**src/rtl/ocra_grad_sched.sv**
```systemverilog
// ocra_grad_sched: gradient playback scheduler for the OC1 DAC path.
// Walks gradient BRAM one update (X, Y, Z, Z2) per interval tick. Each word
// goes to the SPI serializer over valid/ready. When the serializer drains,
// one LDAC pulse latches all four channels together.
module ocra_grad_sched #(
    parameter int ADDR_W = 14,
    parameter int DATA_W = 32,
    parameter int INT_W  = 16
) (
    input  logic              clk,
    input  logic              rst,
    input  logic              start_i,
    input  logic              stop_i,
    input  logic [ADDR_W-1:0] offset_i,
    input  logic [ADDR_W-1:0] length_i,
    input  logic [INT_W-1:0]  interval_i,
    output logic              bram_en_o,
    output logic [ADDR_W-1:0] bram_addr_o,
    input  logic [DATA_W-1:0] bram_data_i,
    output logic [DATA_W-1:0] ser_data_o,
    output logic [1:0]        ser_ch_o,
    output logic              ser_valid_o,
    input  logic              ser_ready_i,
    input  logic              ser_idle_i,
    output logic              ldac_o,
    output logic              busy_o,
    output logic              done_o,
    output logic              underrun_o
);

    typedef enum logic [3:0] {
        S_IDLE, S_START, S_FETCH, S_CAPTURE, S_SEND,
        S_DRAIN, S_LDAC, S_WAIT, S_DONE
    } state_t;

    localparam logic [ADDR_W-1:0] ADDR_ONE = ADDR_W'(1);
    localparam logic [INT_W-1:0]  INT_ONE  = INT_W'(1);

    state_t            r_state;
    logic [ADDR_W-1:0] r_ptr;      // next BRAM address; words are contiguous
    logic [ADDR_W-1:0] r_len;
    logic [ADDR_W-1:0] r_u;
    logic [1:0]        r_ch;
    logic [INT_W-1:0]  r_reload;
    logic [INT_W-1:0]  r_cnt;
    logic              r_pend;
    logic              r_bram_en;
    logic [ADDR_W-1:0] r_bram_addr;
    logic [DATA_W-1:0] r_ser_data;
    logic [1:0]        r_ser_ch;
    logic              r_ser_valid;
    logic              r_ldac;
    logic              r_busy;
    logic              r_done;
    logic              r_underrun;

    logic              w_run;
    logic              w_tick;
    logic [ADDR_W-1:0] w_u_next;

    // The timer only counts once playback has left START; its first tick
    // is implied by START itself.
    assign w_run    = (r_state inside {S_FETCH, S_CAPTURE, S_SEND, S_DRAIN, S_LDAC, S_WAIT});
    assign w_tick   = w_run && (r_cnt == '0);
    assign w_u_next = r_u + ADDR_ONE;

    // Interval down-counter: loaded in START, reloads itself on every tick.
    always_ff @(posedge clk) begin
        // NOTE: state is updated with non-blocking assignments so every
        // register samples the values from before the clock edge.
        if (rst) begin
            r_cnt <= '0;
        end else if (r_state == S_START) begin
            r_cnt <= r_reload;
        end else if (w_run) begin
            r_cnt <= (r_cnt == '0) ? r_reload : r_cnt - INT_ONE;
        end
    end

    // Playback FSM; all handshake and status outputs are registered here.
    always_ff @(posedge clk) begin
        if (rst) begin
            r_state     <= S_IDLE;
            r_ptr       <= '0;
            r_len       <= '0;
            r_u         <= '0;
            r_ch        <= '0;
            r_reload    <= '0;
            r_pend      <= 1'b0;
            r_bram_en   <= 1'b0;
            r_bram_addr <= '0;
            r_ser_data  <= '0;
            r_ser_ch    <= '0;
            r_ser_valid <= 1'b0;
            r_ldac      <= 1'b0;
            r_busy      <= 1'b0;
            r_done      <= 1'b0;
            r_underrun  <= 1'b0;
        end else if (stop_i && (r_state != S_IDLE)) begin
            // Abort: no LDAC, no done; underrun is kept until the next start.
            r_state     <= S_IDLE;
            r_pend      <= 1'b0;
            r_bram_en   <= 1'b0;
            r_ser_valid <= 1'b0;
            r_ldac      <= 1'b0;
            r_busy      <= 1'b0;
            r_done      <= 1'b0;
        end else begin
            // NOTE: single-cycle strobes default low here and are raised
            // only on the transition that needs them.
            r_bram_en <= 1'b0;
            r_ldac    <= 1'b0;
            r_done    <= 1'b0;

            // A tick outside WAIT means the update overran its slot.
            if (w_tick && (r_state != S_WAIT)) begin
                r_underrun <= 1'b1;
                r_pend     <= 1'b1;
            end

            case (r_state)
                S_IDLE: begin
                    if (start_i && !stop_i) begin
                        r_ptr      <= offset_i;
                        r_len      <= length_i;
                        r_reload   <= (interval_i == '0) ? '0 : interval_i - INT_ONE;
                        r_underrun <= 1'b0;
                        r_pend     <= 1'b0;
                        r_busy     <= 1'b1;
                        r_state    <= S_START;
                    end
                end
                S_START: begin
                    r_u  <= '0;
                    r_ch <= '0;
                    if (r_len == '0) begin
                        r_done  <= 1'b1;
                        r_state <= S_DONE;
                    end else begin
                        r_bram_en   <= 1'b1;
                        r_bram_addr <= r_ptr;
                        r_ptr       <= r_ptr + ADDR_ONE;
                        r_state     <= S_FETCH;
                    end
                end
                S_FETCH: begin
                    r_state <= S_CAPTURE;
                end
                S_CAPTURE: begin
                    r_ser_data  <= bram_data_i;
                    r_ser_ch    <= r_ch;
                    r_ser_valid <= 1'b1;
                    r_state     <= S_SEND;
                end
                S_SEND: begin
                    if (ser_ready_i) begin
                        r_ser_valid <= 1'b0;
                        if (r_ch == 2'd3) begin
                            r_state <= S_DRAIN;
                        end else begin
                            r_ch        <= r_ch + 2'd1;
                            r_bram_en   <= 1'b1;
                            r_bram_addr <= r_ptr;
                            r_ptr       <= r_ptr + ADDR_ONE;
                            r_state     <= S_FETCH;
                        end
                    end
                end
                S_DRAIN: begin
                    if (ser_idle_i) begin
                        r_ldac  <= 1'b1;
                        r_state <= S_LDAC;
                    end
                end
                S_LDAC: begin
                    r_u <= w_u_next;
                    if (w_u_next == r_len) begin
                        r_done  <= 1'b1;
                        r_state <= S_DONE;
                    end else begin
                        r_state <= S_WAIT;
                    end
                end
                S_WAIT: begin
                    if (w_tick || r_pend) begin
                        r_pend      <= 1'b0;
                        r_ch        <= '0;
                        r_bram_en   <= 1'b1;
                        r_bram_addr <= r_ptr;
                        r_ptr       <= r_ptr + ADDR_ONE;
                        r_state     <= S_FETCH;
                    end
                end
                S_DONE: begin
                    r_busy  <= 1'b0;
                    r_state <= S_IDLE;
                end
                default: begin
                    r_state <= S_IDLE;
                end
            endcase
        end
    end

    assign bram_en_o   = r_bram_en;
    assign bram_addr_o = r_bram_addr;
    assign ser_data_o  = r_ser_data;
    assign ser_ch_o    = r_ser_ch;
    assign ser_valid_o = r_ser_valid;
    assign ldac_o      = r_ldac;
    assign busy_o      = r_busy;
    assign done_o      = r_done;
    assign underrun_o  = r_underrun;

endmodule

```
**config.mk**
```make
export PLATFORM = sky130hd
export DESIGN_NAME = ocra_grad_sched
export DESIGN_NICKNAME = d
export VERILOG_FILES = /design/src/rtl/ocra_grad_sched.sv
export SDC_FILE = /design/constraint.sdc
export NUM_CORES = 1
export LEC_CHECK = 0
export CORE_MARGIN = 2
export CORE_UTILIZATION = 55
export CTS_CLUSTER_SIZE = 25
export DETAILED_ROUTE_END_ITERATION = 10
export DONT_BUFFER_PORTS = 1
export PLACE_DENSITY = 0.79
export SYNTH_ARGS = -nofsm -noshare
export SYNTH_HDL_FRONTEND = slang
export SYNTH_SLANG_ARGS = --single-unit
```
**constraint.sdc**
```tcl
create_clock -name clk -period 5.54 [get_ports clk]
set_clock_uncertainty 0.1 [all_clocks]
set_input_delay 0.831 -clock clk [delete_from_list [all_inputs] [get_ports clk]]
set_output_delay 0.831 -clock clk [all_outputs]
set_load 0.005 [all_outputs]
```
==> out/qor.yml, run 1 <==
antenna_found_initial: 0
p_per_area_nw_per_um2: 474
tritoncts: "yes"
drc: 0
synth_top_family_by_area: "simple AND/OR/NAND/NOR gates"
via_count: 6031
die_w_um: 115
cts_hold_buf: 0
yosys_warnings: 0
synth.distinct_cells: 62
whs_ns: 0.348
synth_edf_count: 0
synth_area_leaders: "dfxtp_1, nand2_1, a21oi_1, o21ai_0, nor2_1"
synth.yosys.seq_area_share: 0.401
avgRoutedWirePerCell_um: 15.6
wl_um: 15600
min_path_type: "reg -> reg"
fmax_ghz: 0.336
post_cts_buffers: 0
met1Wirelength_um: 6870
slowest_stage: "and4bb_1"
grt_pass1_vias: 5278
wl_met3_um: 1170
die_area_um2: 13200
nets: 924
clock-sinks: 135
syn2layout_area_growth_pct: 8.89
clock_latency_ns: 0.42
grt_max_degree: 114
grt_setup_unrepaired: "no"
power_uw: 3480
setup.worst_path.class: "reg -> reg"
synthSimpleGateAreaFrac: 0.263
core_area_um2: 12000
placed_cell_area_um2: 6700
io_buffers: 0
path_buf_inv: 0
maxSlewHeadroom: 0.288
critPathMaxFanout: 28
maxCapViolCount: 0
syn-instance-count: 874
post-route-period-util: 0.537
hpwlAfterDp_um: 10400
num_antenna_cells: 0
cts_made_buffers: 17
synthAdderAreaFrac: 0.0126
cts.clk_slew.worst_paths_ns: 0.06
highest_layer: "met4"
rows: 40
grt_usage: 0.239
peakVddDrop_mv: 0.333
drt_first_pass_iters: 5
grt_first_pass_wirelength_um: 25600
io_pins: 136
synth_xor_area_frac: 0.0351
ant_nets: 0
synth_area_per_cell_um2: 7.72
synth_flop_cell: "dfxtp_1"
critPathTopFamily: "simple AND/OR/NAND/NOR gates"
finalWorstSetupSlack_ns: 2.56
worstSetupEndpointType: "flip-flop"
status: "finished clean"
synth-async-reset-ratio: 0
htree_num_levels: 4
start_util: 0.562
setup_viol: 0
tns_ns: 0
pre_cts_ws_ns: 2.57
ctsResizeCount: 0
wl_met2_um: 7180
drv_slew: 0
stdcell_area_um2: 7340
ys_ff_latch: 135
synth_nets: 962
power.leakage_uw: 0.00254
place.gp.congestion: 0.942
overflow: 0
synth_mux_area_frac: 0.0237
synth.top_cell.area_share: 0.401
crit_chain: "or4_4, nor3_4, a31oi_4, and4bb_1, a21bo_2, a22oi_1, nor2_1"
worstPathArrival_ns: 3.19
synth-compound-area-share: 0.219
fill_cells: 1074
critPathLaunchType: "flip-flop"
worstPathRequired_ns: 5.75
synth_largest_area_cell: "dfxtp_1"
die_y_um: 115
min_period_ns: 2.98
root_buffer: "clkbuf_16"
hold_viol_final: 0
drt_iter0_markers: 358
slowest_delay_ns: 0.90
clk_path_buf_depth: 2
avgViaCountPerCell: 6.06
syn_area_um2: 6750
drive_above_1_share: 0.0577
tightest_slew_ns: 1.06
-- final timing paths --
check,start,to,slack (ns),depth (start not counted)
worst min-delay path,r_reload[4],r_reload[4],0.35,2
worst min register to register,r_reload[4],r_reload[4],0.35,2
worst max register to register,r_cnt[9],r_ptr[13],2.56,7
worst max-delay path,r_cnt[9],r_ptr[13],2.56,7
-- per-stage QoR --
step,util,cells
final,0.611,996
after global routing,0.611,996
after CTS,0.611,996
after detailed placement,0.558,964
after global placement,0.558,964
after floorplan,-,874
-- layer usage --
layer,global-route usage,up-vias
met5,0,-
met4,0.0932,0
met3,0.0654,27
met2,0.386,222
met1,0.306,2752
li1,-,3030
-- Yosys cell counts (13+ instances only) --
master,number
a22oi_1,15
mux2i_1,16
clkbuf_1,53
nand2_1,163
inv_1,13
nor4_1,13
a21oi_1,92
a21o_1,13
xnor2_1,18
dfxtp_1,135
nor2_1,70
o21ai_0,56
or3_1,13
nor3_1,19
nand3_1,27
-- cell families (layout without fill, tap and decap cells) --
| family | count (synthesis) | in the layout |
|---|---|---|
| AOI/OAI and AO/OA | 241 | 241 |
| xor gates and xnor gates | 27 | 27 |
| muxes | 16 | 16 |
| DFF | 135 | 135 |
| buffers and inverters | 73 | 48 |
| and+or+nand+nor | 375 | 375 |
| adders and majority gates | 7 | 7 |
-- worst register-to-register path, delay by kind of cell (launching register included) --
family	cells	cell delay, ns
compound gates	3	0.62
flops	1	0.34
simple gates	4	1.80
-- final cells by class --
type	instances	area (um2)	share of cell area
clock inverters	12	174	0.0237
flip-flops and latches	135	2700	0.368
multi-input cells	666	3750	0.510
clock buffers	20	467	0.0635
well taps	147	184	0.0250
repair buffers	3	22.5	0.00307
inverters	13	48.8	0.00664
-- where the power goes --
part           internal [uW]  switching, uW  total, uW
sequential              1060           96.1       1150
clock                    787            422       1210
combinational            428            694       1120
-- flip-flops by register name, indices dropped and copies added (netlist names) --
register and count:
busy_o 1, ldac_o 1, r_ptr 14, done_o 1, r_reload 16, ser_ch_o 2, r_pend 1, r_state 4
ser_valid_o 1, r_cnt 16, r_len 14, underrun_o 1, bram_addr_o 14, r_u 14, ser_data_o 32, r_ch 2
bram_en_o 1
-- cells in the final DEF, fill, tap and decap left out, drive strengths merged, types with 14 or more instances in the layout --
cell	netlist	routed
nor3	20	20
o21ai	56	56
a21oi	92	92
nor2	70	70
clkbuf	53	20
dfxtp	135	135
xnor2	18	18
nand3	27	27
mux2i	16	16
nand2	163	163
a22oi	15	15
nor4	14	14
Note: power is estimated with default switching activity, not from simulation.
==> inputs of run 2 (changes only) <==
--- a/config.mk
+++ b/config.mk
@@ -10,7 +10,7 @@
 export CTS_CLUSTER_SIZE = 25
 export DETAILED_ROUTE_END_ITERATION = 10
 export DONT_BUFFER_PORTS = 1
-export PLACE_DENSITY = 0.79
+export PLACE_DENSITY = 0.82
 export SYNTH_ARGS = -nofsm -noshare
 export SYNTH_HDL_FRONTEND = slang
 export SYNTH_SLANG_ARGS = --single-unit
==> constraint.sdc (replaced) <==
create_clock -name clk -period 2.52 [get_ports clk]
set_clock_uncertainty 0.1 [all_clocks]
set_input_delay 0.378 -clock clk [delete_from_list [all_inputs] [get_ports clk]]
set_output_delay 0.378 -clock clk [all_outputs]
set_load 0.005 [all_outputs]
==> out/qor.yml, run 2 (synthesis results as in run 1) <==
nets: 997
tritoncts: "yes"
avgViaCountPerCell: 6.06
post_cts_buffers: 0
clock-sinks: 135
peakVddDrop_mv: 0.757
ant_nets: 0
post-route-util: 0.669
rows: 40
maxCapViolCount: 0
fmax_ghz: 0.408
syn2layout_area_growth_pct: 19.1
place.gp.congestion: 0.869
start_util: 0.562
tightest_slew_ns: 1.06
whs_ns: 0.0139
fin_cells: 1069
overflow: 0
grt_usage: 0.258
power.leakage_uw: 0.00286
via_count: 6482
avgRoutedWirePerCell_um: 16.0
place_inst: 994
die_area_um2: 13200
crit_chain: "and4_1, nand4_1, or4b_2, a31oi_1, o2111ai_1, nor2_1, o21a_1"
critPathLaunchType: "flip-flop"
htree_num_levels: 4
worstSetupEndpointType: "flip-flop"
setup.worst_path.class: "reg -> reg"
die_w_um: 115
worstPathArrival_ns: 2.71
clock_latency_ns: 0.42
drt_iter0_markers: 480
seq_area_um2: 2700
min_period_ns: 2.45
final_cell_mix: "nand2_1, dfxtp_1, a21oi_1, nor2_1, o21ai_0"
min_path_type: "in -> reg"
cts.clk_slew.worst_paths_ns: 0.06
fill_cells: 982
grt_pass1_vias: 5943
cts_made_buffers: 17
antenna_found_initial: 0
die_y_um: 115
grt_first_pass_wirelength_um: 27300
clk_path_buf_depth: 2
num_antenna_cells: 0
grt_max_degree: 110
hpwlAfterDp_um: 10900
p_per_area_nw_per_um2: 987
hold_viol_final: 0
core_area_um2: 12000
drv_slew: 0
slowest_stage: "or4b_2"
wl_um: 17100
status: "finished clean"
critPathMaxFanout: 11
multiInputGateArea_um2: 3780
drive_above_1_share: 0.0911
setup_viol: 0
maxSlewHeadroom: 0.289
io_buffers: 0
drt_first_pass_iters: 5
io_pins: 136
worstPathRequired_ns: 2.78
final_common_cell: "nand2_1"
drc: 0
largest_reg_flops: 32
root_buffer: "clkbuf_16"
post-route-period-util: 0.971
slowest_delay_ns: 0.63
## run 2: where the power goes
group          switching, uW  internal (uW)
registers                201           2330
logic                   1660           1290
clock network            966           1490
## run 2: metrics by stage
stage	instance area [um2]	setup TNS (ns)	setup slack [ns]	power, uW
floorplan	6750	0	0.116	4540
global placement	6970	0	0.160	5250
detailed placement	6970	0	0.119	5300
CTS	8010	0	0.0640	7880
global route	8030	-0.0128	-0.00807	8420
finish	8030	0	0.0719	7930
## run 2: final timing paths
| kind | startpoint | to | slack [ns] | cells past startpoint |
|---|---|---|---|---|
| hold reg to reg | r_reload[4] | r_reload[4] | 0.35 | 2 |
| setup / recovery | r_u[2] | done_o | 0.07 | 7 |
| hold / removal | bram_data_i[24] | ser_data_o[24] | 0.01 | 2 |
| setup reg to reg | r_u[2] | done_o | 0.07 | 7 |
## run 2: worst max-delay path: cells and delay by family (launching register included)
family / cells / cell delay [ns]
simple gates: 4 / 1.26
flops: 1 / 0.50
compound gates: 3 / 0.51
## run 2: cell type report
type                    instances  area share
multi-input cells             666       0.470
flip-flops and latches        135       0.336
repair buffers                 76      0.0913
clock buffers                  19      0.0551
well taps                     147      0.0229
clock inverters                13      0.0182
inverters                      13     0.00607
## run 2: timing repair
item | CTS | global route
hold buffers | 43 | 0
resized for setup | 1 | 6
setup endpoints to repair | 1 | 8
endpoints found under the hold margin | 111 | 0
## run 2: routing by layer
| metal | track usage | vias up | share of wire |
|---|---|---|---|
| met3 | 0.0775 | 37 | 0.073 |
| met2 | 0.437 | 249 | 0.49 |
| met1 | 0.310 | 3027 | 0.42 |
| met5 | 0 | - | 0 |
| met4 | 0.0972 | 0 | 0.019 |
| li1 | - | 3169 | - |
